## src/rtl/port_uart_tx.sv

```systemverilog
// Port-attached 8N1 UART transmitter: rising edges on a strobe push bytes into a
// small FIFO, and a serialiser drains that FIFO onto txd with no idle gap between queued frames.
module port_uart_tx #(
  parameter int CLK_DIV    = 16,
  parameter int FIFO_DEPTH = 4,
  parameter int PTR_W      = 2
) (
  input  logic       clock,
  input  logic       reset,
  input  logic [7:0] port_data,
  input  logic       port_strobe,
  input  logic       overflow_clr,
  output logic       txd,
  output logic       tx_busy,
  output logic       fifo_full,
  output logic       fifo_empty,
  output logic       overflow
);

  localparam logic [1:0] IDLE  = 2'd0;
  localparam logic [1:0] START = 2'd1;
  localparam logic [1:0] DATA  = 2'd2;
  localparam logic [1:0] STOP  = 2'd3;

  localparam int              BAUD_LAST_I = CLK_DIV - 1;
  localparam logic [15:0]     BAUD_LAST   = BAUD_LAST_I[15:0];
  localparam int              DEPTH_I     = FIFO_DEPTH;
  localparam logic [PTR_W:0]  DEPTH_C     = DEPTH_I[PTR_W:0];
  localparam logic [PTR_W:0]  CNT_ONE     = {{PTR_W{1'b0}}, 1'b1};
  localparam logic [PTR_W-1:0] PTR_ONE    = {{(PTR_W-1){1'b0}}, 1'b1};

  logic [1:0]       state_q, state_d;
  logic [15:0]      baud_q, baud_d;
  logic [2:0]       bit_q, bit_d;
  logic [7:0]       shift_q, shift_d;
  logic             txd_q, txd_d;
  logic             strobe_q;
  logic [PTR_W-1:0] wr_ptr_q, wr_ptr_d;
  logic [PTR_W-1:0] rd_ptr_q, rd_ptr_d;
  logic [PTR_W:0]   count_q, count_d;
  logic             overflow_q, overflow_d;
  logic [7:0]       mem_q [FIFO_DEPTH];

  logic push_req;
  logic push_ok;
  logic pop;
  logic baud_done;

  // Fullness uses the count at the start of the cycle, so a same-cycle pop never rescues a push.
  always_comb begin
    push_req  = port_strobe && !strobe_q;
    push_ok   = push_req && (count_q != DEPTH_C);
    baud_done = (baud_q == BAUD_LAST);

    state_d = state_q;
    baud_d  = baud_q;
    bit_d   = bit_q;
    shift_d = shift_q;
    txd_d   = txd_q;
    pop     = 1'b0;

    case (state_q)
      IDLE: begin
        if (count_q != '0) begin
          pop     = 1'b1;
          state_d = START;
          txd_d   = 1'b0;
          baud_d  = '0;
          shift_d = mem_q[rd_ptr_q];
        end
      end
      START: begin
        if (baud_done) begin
          state_d = DATA;
          bit_d   = '0;
          baud_d  = '0;
          txd_d   = shift_q[0];
        end else begin
          baud_d = baud_q + 16'd1;
        end
      end
      DATA: begin
        if (baud_done) begin
          baud_d = '0;
          if (bit_q == 3'd7) begin
            state_d = STOP;
            txd_d   = 1'b1;
          end else begin
            bit_d   = bit_q + 3'd1;
            shift_d = {1'b0, shift_q[7:1]};
            txd_d   = shift_q[1];
          end
        end else begin
          baud_d = baud_q + 16'd1;
        end
      end
      STOP: begin
        if (baud_done) begin
          baud_d = '0;
          // A waiting byte starts its start bit right away so frames stay contiguous.
          if (count_q != '0) begin
            pop     = 1'b1;
            state_d = START;
            txd_d   = 1'b0;
            shift_d = mem_q[rd_ptr_q];
          end else begin
            state_d = IDLE;
            txd_d   = 1'b1;
          end
        end else begin
          baud_d = baud_q + 16'd1;
        end
      end
      default: state_d = IDLE;
    endcase

    wr_ptr_d = push_ok ? (wr_ptr_q + PTR_ONE) : wr_ptr_q;
    rd_ptr_d = pop ? (rd_ptr_q + PTR_ONE) : rd_ptr_q;

    case ({push_ok, pop})
      2'b10:   count_d = count_q + CNT_ONE;
      2'b01:   count_d = count_q - CNT_ONE;
      default: count_d = count_q;
    endcase

    overflow_d = overflow_q;
    if (overflow_clr) overflow_d = 1'b0;
    if (push_req && !push_ok) overflow_d = 1'b1;
  end

  always_ff @(posedge clock or posedge reset) begin
    if (reset) begin
      state_q    <= IDLE;
      baud_q     <= '0;
      bit_q      <= '0;
      shift_q    <= '0;
      txd_q      <= 1'b1;
      strobe_q   <= 1'b0;
      wr_ptr_q   <= '0;
      rd_ptr_q   <= '0;
      count_q    <= '0;
      overflow_q <= 1'b0;
      for (int i = 0; i < FIFO_DEPTH; i++) mem_q[i] <= '0;
    end else begin
      state_q    <= state_d;
      baud_q     <= baud_d;
      bit_q      <= bit_d;
      shift_q    <= shift_d;
      txd_q      <= txd_d;
      strobe_q   <= port_strobe;
      wr_ptr_q   <= wr_ptr_d;
      rd_ptr_q   <= rd_ptr_d;
      count_q    <= count_d;
      overflow_q <= overflow_d;
      if (push_ok) mem_q[wr_ptr_q] <= port_data;
    end
  end

  assign txd        = txd_q;
  assign tx_busy    = (state_q != IDLE);
  assign fifo_full  = (count_q == DEPTH_C);
  assign fifo_empty = (count_q == '0);
  assign overflow   = overflow_q;

endmodule

```

## config.mk

```make
export PLATFORM = sky130hd
export DESIGN_NAME = port_uart_tx
export DESIGN_NICKNAME = d
export VERILOG_FILES = /design/src/rtl/port_uart_tx.sv
export SDC_FILE = /design/constraint.sdc
export NUM_CORES = 1
export LEC_CHECK = 0
export ABC_AREA = 1
export BUFFER_PORTS_ARGS = -buffer_cell sky130_fd_sc_hd__buf_2
export CAP_MARGIN = 20
export CORE_UTILIZATION = 51
export DETAILED_ROUTE_END_ITERATION = 6
export PLACE_DENSITY = 0.79
export SLEW_MARGIN = 5
export SYNTH_ARGS = -nofsm -noshare
export SYNTH_HDL_FRONTEND = slang
export SYNTH_SLANG_ARGS = --single-unit
```

## constraint.sdc

```tcl
create_clock -name clock -period 3.5 [get_ports clock]
set_clock_uncertainty 0.15 [all_clocks]
set_input_delay 0.7 -clock clock [delete_from_list [all_inputs] [get_ports clock]]
set_output_delay 0.7 -clock clock [all_outputs]
set_load 0.01 [all_outputs]
```

# After elaboration in Yosys (flattened, before gate mapping)

Cells that the tools add are included.
Widths: inputs -> output; s select.

Equal/unequal tests: 15
Bitwise operators: 2
Reductions and logical operators: 19
Add/subtract/negate cells: 6
Order comparisons: 3
Mux-type cells: 38

Operator list:

| kind                  | number |
|---|---|
| $mux 8                | 7 |
| $bwmux 32             | 1 |
| $mux 16               | 2 |
| $pmux 16 s2           | 1 |
| $pmux 8 s3            | 1 |
| $add 16x1->16 const B | 1 |
| $bmux 8 s2            | 1 |
| $demux 8 s2           | 1 |
| $eq 16x4->1 const B   | 1 |
| $ne 2x2->1 const B    | 6 |
| $pmux 3 s2            | 2 |
| $reduce_and 4->1      | 3 |
| $mux 1                | 11 |
| $mux 2                | 5 |
| $mux 3                | 3 |
| $pmux 2 s4            | 1 |
| $reduce_bool 2->1     | 4 |
| $add 3x1->3 const B   | 2 |
| $eq 2x2->1 const B    | 3 |
| $eq 3x3->1 const B    | 2 |
| $ge 3x3->1 const B    | 2 |
| $not 2->3             | 2 |
| $reduce_bool 3->1     | 2 |
| $reduce_and 5->1      | 1 |
| 12 further kinds      | 18 |

Bits in registers: 71
Word-level logic and storage cells: 97
Output and inout bits: 5
Input bits: 12

# Longest topological paths before layout

Gate-level depths: netlist (run 1).

Depth in word-level cells: 7
Depth in mapped cells: 13

# Least setup slack after synthesis (run 1)

No wires, ideal clock.

Kind: reg-to-reg
Start: reg baud_q[0]
End: reg count_q[2]
Clock period less this slack: 2.315 ns
Path slack: 1.185 ns
Data arrival time: 2.034 ns
Path buffers: 0
Setup time: 0.131 ns
Stages on the path, launching flop included: 14
Cell sequence: dfrtp_1 > ha_1 > nand3_4 > nor2_4 > nand3_1 > nand2_1 > nand2_1 > inv_1 > ha_1 > inv_1 > fa_1 > a21oi_1 > o21ai_0 > xor2_1

Word-level cells in the longest chain between the ends: 5
Elaborated cells between the ends (all ways): 7
Classes of those cells: eq/ne (3); mux (3); reduce/logical (1)

RTL lines:

| element                                         | line | RTL |
|---|---|---|
| from (decl)                                     | 33   | `logic [15:0] baud_q, baud_d;` |
| from (signal assigned)                          | 146  | `baud_q <= baud_d;` |
| $eq 16x4->1 *                                   | 53   | `baud_done = (baud_q == BAUD_LAST);` |
| $mux 1 *                                        | 98   | `if (baud_done) begin` |
| $pmux 1 s2 *                                    | 62   | `case (state_q)` |
| via pop                                         | 46   | `logic pop;` |
| $eq 2x1->1 or $eq 2x2->1 (tied branches)        | 120  | `case ({push_ok, pop})` |
| $pmux 3 s2 or $reduce_bool 2->1 (tied branches) | n/a  |  |
| to (signal assigned)                            | 153  | `count_q <= count_d;` |
| to (decl)                                       | 40   | `logic [PTR_W:0] count_q, count_d;` |

The timed path passes the listed nets; every way through them passes the cells marked *.
A chain may end at the register's enable or synchronous reset.

# Worst setup path after layout (run 1)

Start: reg state_q[0]
End: reg count_q[2]

Word-level cells in the longest chain between the ends: 4
Elaborated cells between the ends (all ways): 7
Classes of those cells: eq/ne (3); mux (2); reduce/logical (2)

RTL lines:

| element                                         | line | RTL |
|---|---|---|
| from (decl)                                     | 32   | `logic [1:0] state_q, state_d;` |
| from (signal assigned)                          | 145  | `state_q <= state_d;` |
| $eq 2x2->1 or $logic_not 2->1 (tied branches)   | 62   |  |
| $pmux 1 s2 *                                    | 62   |  |
| via pop                                         | 46   |  |
| $eq 2x1->1 or $eq 2x2->1 (tied branches)        | 120  |  |
| $pmux 3 s2 or $reduce_bool 2->1 (tied branches) | n/a  |  |

Marks and branches as above.

==> flow_summary_export.csv, run 1 <==
group,metric,value,unit
grt,grt_max_degree,39,
power_and_ir_drop,net-switching-power,821,µW
yosys,yosys-top-cells-area,"dfrtp_1 (45%), nand2_1 (19%), nand3_1 (6.9%)",
cells_and_area,fill_cells,705,
critical_path,crit_top_cell,"inv_1",
cells_and_area,drive_above_1_share,10.6,%
sta,fmax,383,MHz
yosys,synth-compound-area-share,8.40,%
clock_network,cts_max_level,3,
drt,vias,3259,
grt,grt_pass1_wl,14000,µm
grt,grt-busiest-layer,"met2",
sta,slew_headroom,52.2,%
clock_network,cts_root_buf,"clkbuf_8",
yosys,synth_xor_area_share,2.04,%
critical_path,r2r_cells,13,
drt,initialDrtViolationCount,159,
clock_network,clock_sinks,71,
critical_path,critPathLaunch,"state_q[0]",
placed_design,dp.cells,610,
yosys,synthArstFlopShare,100,%
cells_and_area,nets,549,
critical_path,reg2reg_from,"state_q[0]",
yosys,syn_area,3860,µm²
sta,fin_crit_sh,74.6,%
yosys,synth-simple-area-share,32.3,%
yosys,synthTopCellsByCount,"nand2_1 (192), dfrtp_1 (70), nand3_1 (53)",
yosys,yosys.area.top_type,"dfrtp_1",
clock_network,postCtsSetupBuffers,0,
grt,use_met2,40.3,%
power_and_ir_drop,combPwrFrac,22.9,%
yosys,ys.flop_type,"dfrtp_1",
sta,tightest_slew,0.716,ns
floorplanning,start_util,52.9,%
power_and_ir_drop,intPower,1470,µW
critical_path,crit_fanout,6,
sta,setup_ws,0.889,ns
critical_path,cp.required,3.58,ns
grt,grt.total_usage,23.2,%
critical_path,rr_endpoint,"count_q[2]",
cells_and_area,final_core_util,57.9,%
yosys,ys_types,28,
cells_and_area,instances_no_fill,626,
drt,via_per_inst,5.21,
drt,antenna_left,0,
yosys,ys_warn_count,0,
drt,drc,0,
critical_path,worstSetupPathType,"reg -> reg",
yosys,synthAdderAreaFrac,5.06,%
yosys,post-synth-top-count-cell,"nand2_1",
critical_path,arrival,2.69,ns
clock_network,insertion_delay,0.36,ns
power_and_ir_drop,pwr-share-seq,49.5,%
yosys,syn_nets,530,
drt,wl,8210,µm
grt,use_met3,6.28,%
yosys,synth_edf_count,0,
critical_path,slowest_delay,0.45,ns
grt,gr-usage-met1,28.3,%
sta,period_needed,2.61,ns
cells_and_area,syn2layout_area_growth,9.44,%
yosys,yosysSeqAreaShare,46.1,%
run_status,outcome,"completed",
sta,drv_slew,0,
hold_path,hold_path_class,"in -> async",
power_and_ir_drop,ir_drop,0.342,mV
sta,finalHoldViolCount,0,
sta,final-setup-viol-count,0,
placed_design,dpl_worst_slack,0.938,ns
critical_path,crit_path_start_kind,"register",
critical_path,path_cells,"ha_1 > inv_1 > a21oi_1 > nand3_1 > nand2_1 > nand2_1 > inv_1 > ha_1 > inv_1 > fa_1 > a21oi_1 > o21ai_0 > xor2_1",
floorplanning,die_area,7920,µm²
drt,first_pass_iters,4,
clock_network,ctsHoldBuffers,0,
clock_network,ctsResizeCount,0,
clock_network,cts_tree,"built",
yosys,synth_cells,503,
yosys,synth_top_area_share,45.4,%
clock_network,clkTransAtPathRegs,0.09,ns
power_and_ir_drop,p_sw_share,35.8,%
power_and_ir_drop,total_power,2300,µW
power_and_ir_drop,p_leak,0.00216,µW
floorplanning,pin_count,17,
run,cap_violations,0,
power_and_ir_drop,clockPowerShare,27.6,%
grt,antenna_found_initial,0,
sta,rsz0062_at_grt,"no",
floorplanning,coreArea,7290,µm²
placed_design,routabilityCongestion,0.856,
yosys,synth_top_family_by_area,"simple AND/OR/NAND/NOR gates",
placed_design,port_buffers,16,
placed_design,dpl.hpwl,5880,µm
critical_path,end_kind,"register",
yosys,synth_mux_area_share,0,%
grt,grt_pass1_vias,3106,
yosys,syn_area_per_cell,7.67,µm²
drt,wl_per_cell,13.1,µm
floorplanning,die_w,89.0,µm
floorplanning,chipHeight,89.0,µm
critical_path,endpoint,"count_q[2]",
floorplanning,rows,31,
critical_path,reg2reg_slack,0.89,ns
clock_network,clockBufferDepth,2,
power_and_ir_drop,p_per_area,543,nW/µm²
sta,tns,0,ns
grt,overflow,0,
yosys,ys_seq_elements,71,
critical_path,cpMaxStageDelayCell,"dfrtp_1",
clock_network,numCtsBuffers,9,
cells_and_area,antenna_cells,0,
## worst max-delay path: cells and delay by family, from the launching register on
family | cells | cell delay (ns)
buffers and inverters | 3 | 0.22
XOR/XNOR | 1 | 0.15
AND/OR/NAND/NOR | 3 | 0.32
AO/OA/AOI/OAI | 3 | 0.40
adder cells (fa/ha/maj) | 3 | 0.80
flip-flops | 1 | 0.45
## cell families (layout without fill, tap and decap cells)
family | count (synthesis) | count (layout)
adder cells (fa/ha/maj) | 15 | 15
AND/OR/NAND/NOR | 288 | 288
flip-flops | 71 | 71
buffers and inverters | 59 | 83
AO/OA/AOI/OAI | 61 | 61
XOR/XNOR | 9 | 9
## how the worst min path moves through the flow
stage                  to        start  depth (start not counted)
3_3_place_gp   shift_q[3]   shift_q[3]                          2
6_report       count_q[0]        reset                          2
3_5_place_dp   shift_q[7]   shift_q[7]                          2
4_1_cts          strobe_q  port_strobe                          1
2_1_floorplan  shift_q[7]   shift_q[7]                          2
5_1_grt          strobe_q  port_strobe                          1
## layout by cell type, fill, tap and decap left out, drive strengths merged
| cell type | netlist | final |
|---|---|---|
| ha | 14 | 14 |
| dfrtp | 70 | 70 |
| nor3 | 1 | 1 |
| nand2 | 197 | 197 |
| clkbuf | 2 | 9 |
| fa | 1 | 1 |
| xor2 | 7 | 7 |
| o21bai | 2 | 2 |
| clkinvlp | 0 | 2 |
| dfstp | 1 | 1 |
| o21ai | 50 | 50 |
| nand4 | 6 | 6 |
| o22ai | 2 | 2 |
| nor2 | 30 | 30 |
| nand3 | 54 | 54 |
| xnor2 | 2 | 2 |
| a21oi | 7 | 7 |
| buf | 8 | 18 |
| inv | 49 | 54 |
## metrics by stage
stage                     area [µm²]  hold WS [ns]
final                           4220         0.303
after global routing            4220         0.298
after CTS                       4220         0.302
after detailed placement        4040         0.312
after global placement          4040         0.306
after floorplan                 3860         0.292
## metal layers
| layer | share of wire (%) | wire length, µm |
|---|---|---|
| met5 | 0 | 0 |
| met4 | 1.1 | 92 |
| met3 | 4.5 | 369 |
| met2 | 49 | 4040 |
| met1 | 45 | 3710 |
## state kept, by name, indices dropped and copies added, names as in the netlist
name	cells
mem_q	32
baud_q	16
shift_q	8
bit_q	3
count_q	3
rd_ptr_q	2
state_q	2
wr_ptr_q	2
overflow	1
strobe_q	1
txd	1
## power groups by stage
stage	clock [µW]	sequential, µW	combinational (µW)
5_1_grt	675	1160	603
3_5_place_dp	0	1150	530
4_1_cts	647	1140	533
3_3_place_gp	0	1140	506
2_1_floorplan	0	1120	394
6_report	634	1140	526
## final cells by class
type / instances / area, µm² / share of cell area [%]
clock buffer: 9 / 124 / 2.93
clock inverter: 7 / 61.3 / 1.45
inverter: 49 / 184 / 4.36
multi-input combinational: 373 / 1840 / 43.7
sequential: 71 / 1780 / 42.1
tap: 99 / 124 / 2.93
timing repair buffer: 18 / 108 / 2.55
Power figures use the tool's default switching activity.
==> inputs of run 2 (changes only) <==
ABC_AREA = 0   (was 1)
clock period = 2.46 ns   (was 3.5 ns; I/O delays follow)
==> flow_summary_export.csv, run 2 <==
group,metric,value,unit
grt,grt_pass1_wl,12800,µm
sta,tns,-0.00839,ns
yosys,syn_nets,340,
grt,grt.total_usage,22.5,%
critical_path,rr_endpoint,"count_q[2]",
grt,overflow,0,
floorplanning,start_util,52.4,%
floorplanning,die_area,7760,µm²
grt,grt_max_degree,72,
critical_path,worstSetupPathType,"reg -> reg",
clock_network,clockBufferDepth,2,
power_and_ir_drop,net-switching-power,1740,µW
sta,final-setup-viol-count,1,
clock_network,clock_sinks,71,
sta,tightest_slew,0.681,ns
drt,drc,0,
power_and_ir_drop,pwr-share-seq,37.3,%
critical_path,arrival,2.60,ns
floorplanning,coreArea,7210,µm²
clock_network,numCtsBuffers,9,
floorplanning,chipHeight,88.1,µm
floorplanning,rows,31,
yosys,ys.flop_type,"dfrtp_1",
sta,fin_crit_sh,100,%
cells_and_area,largest_reg_flops,32,
yosys,yosys-top-cells-area,"dfrtp_1 (46%), mux2_2 (15%), ha_1 (4.6%)",
drt,wl_per_cell,17.0,µm
critical_path,crit_fanout,2,
yosys,syn_area_per_cell,12.1,µm²
yosys,post-synth-top-count-cell,"dfrtp_1",
clock_network,insertion_delay,0.35,ns
yosys,synth_edf_count,0,
cells_and_area,finish.instance_area,4410,µm²
yosys,synth_top_area_share,46.3,%
critical_path,slowest_delay,0.41,ns
floorplanning,die_w,88.1,µm
critical_path,r2r_cells,10,
placed_design,dpl.hpwl,5110,µm
run_status,violations,"setup timing",
sta,drv_slew,0,
placed_design,dpl_cell_area,4100,µm²
run_status,outcome,"finished, violations left",
power_and_ir_drop,ir_drop,0.670,mV
sta,setup_ws,-0.00839,ns
critical_path,crit_path_start_kind,"register",
sta,finalHoldViolCount,0,
clock_network,cts_tree,"built",
floorplanning,pin_count,17,
sta,period_needed,2.47,ns
grt,antenna_found_initial,0,
drt,via_per_inst,5.85,
cells_and_area,largest_register,"mem_q",
clock_network,ctsHoldBuffers,0,
critical_path,reg2reg_slack,-0.008,ns
critical_path,cp.required,2.59,ns
critical_path,cpMaxStageDelayCell,"dfrtp_1",
grt,grt_pass1_vias,2670,
power_and_ir_drop,p_per_area,1170,nW/µm²
clock_network,clkTransAtPathRegs,0.08,ns
yosys,yosys.area.top_type,"dfrtp_1",
placed_design,port_buffers,16,
sta,slew_headroom,54.6,%
cells_and_area,antenna_cells,0,
yosys,ys_seq_elements,71,
yosys,synthTopCellsByCount,"dfrtp_1 (70), mux2_2 (50), nand2_1 (19)",
clock_network,cts_max_level,3,
placed_design,routabilityCongestion,0.801,
yosys,ys_types,54,
yosys,synthArstFlopShare,100,%
power_and_ir_drop,total_power,5150,µW
yosys,yosysSeqAreaShare,47.0,%
cells_and_area,drive_above_1_share,37.3,%
drt,first_pass_iters,4,
yosys,ys_warn_count,0,
critical_path,crit_top_cell,"xor2_1",
sta,fmax,405,MHz
yosys,syn_area,3780,µm²
power_and_ir_drop,intPower,3410,µW
power_and_ir_drop,p_leak,0.00196,µW
critical_path,reg2reg_from,"baud_q[14]",
critical_path,end_kind,"register",
drt,antenna_left,0,
drt,wl,7830,µm
cells_and_area,layout.cells.most_common_list,"dfrtp_1 (69), mux2_2 (50), buf_4 (29), nand2_1 (19), buf_2 (16)",
power_and_ir_drop,clockPowerShare,20.9,%
clock_network,cts_root_buf,"clkbuf_8",
run,cap_violations,0,
critical_path,path_cells,"nor4_4 > nand4_2 > nor2_2 > o21a_1 > ha_2 > inv_2 > fa_2 > xor2_1 > nor2_1 > xor2_1",
power_and_ir_drop,combPwrFrac,41.8,%
drt,vias,2699,
cells_and_area,nets,384,
sta,rsz0062_at_grt,"yes",
yosys,synth_cells,313,
drt,initialDrtViolationCount,123,
hold_path,hold_path_class,"in -> async",
sta,hold_ws,0.0607,ns
cells_and_area,final_common_cell,"dfrtp_1",
power_and_ir_drop,p_sw_share,33.7,%
cells_and_area,reg.largest.list,"mem_q: 32 flops, baud_q: 16 flops, shift_q: 8 flops",
cells_and_area,syn2layout_area_growth,16.7,%
==> run 2: changes by cell type after synthesis, sizes merged, moves of 5 or more <==
cell,change
nand2,-178
nor4,+8
a21oi,-5
clkbuf,+5
a31oi,+10
inv,-32
a22o,+7
xor2,-5
nand3,-45
o21ai,-36
mux2,+50
nor2,-16
mux4,+8
==> run 2: timing repair <==
item                       4_1_cts  5_1_grt
buffers inserted                 5        1
hold endpoints to repair         0        0
pin swaps                        7        6
resized for setup                9        1
setup endpoints to repair        1        2
==> run 2: final cells by class <==
type                       count  area [µm²]
timing repair buffer          46         318
fill                         573        2810
tap                           99         124
multi-input combinational    212        1900
sequential                    71        1780
inverter                      17        63.8
clock buffer                   9         124
clock inverter                 7         105
==> run 2: critical path: cells and delay by family, from the launching register on <==
kind,cells,cell delay [ns]
simple gates,4,0.80
flops,1,0.41
xor+xnor,2,0.31
compound gates,1,0.16
fa+ha+maj,2,0.52
buf+inv,1,0.05
==> run 2: worst max-delay path by stage <==
stage	start	end	slack [ns]
final	baud_q[14]	count_q[2]	-0.008
after global routing	baud_q[14]	count_q[2]	-0.10
after CTS	baud_q[11]	count_q[2]	-0.04
after detailed placement	baud_q[14]	count_q[2]	-0.15
after global placement	baud_q[14]	count_q[2]	0.09
after floorplan	reset	baud_q[0]	0.02
==> run 2: routing by layer <==
layer / vias up / track usage (%) / share of wire (%)
met5: - / 0 / 0
met4: 0 / 9.53 / 2.0
met3: 17 / 5.94 / 4.7
met2: 77 / 37.4 / 51
met1: 1348 / 27.9 / 43
li1: 1257 / - / -
==> run 2: kinds of logic after synthesis <==
logic type / after synthesis / share of synthesized area (%)
multiplexers: 59 / 20.4
XOR/XNOR: 5 / 1.16
AND/OR/NAND/NOR: 78 / 11.9
AO/OA/AOI/OAI: 55 / 10.5
flip-flops: 71 / 47.0
adder cells (fa/ha/maj): 15 / 5.16
buffers and inverters: 30 / 3.84
==> run 2: stage by stage <==
step / util, % / worst slack [ns] / std cells
global route: 61.1 / -0.102 / 461
floorplan: - / 0.0222 / 313
finish: 61.1 / -0.00839 / 461
global placement: 56.8 / 0.0884 / 439
CTS: 60.9 / -0.0398 / 460
detailed placement: 56.8 / -0.146 / 439
==> run 2: power groups by stage <==
stage	Clock [µW]	Sequential, µW	Combinational [µW]
after floorplan	0	1830	1640
after global placement	0	1900	1990
after detailed placement	0	1940	2090
after CTS	1100	1920	2150
after global routing	1150	1990	2360
final	1080	1920	2150
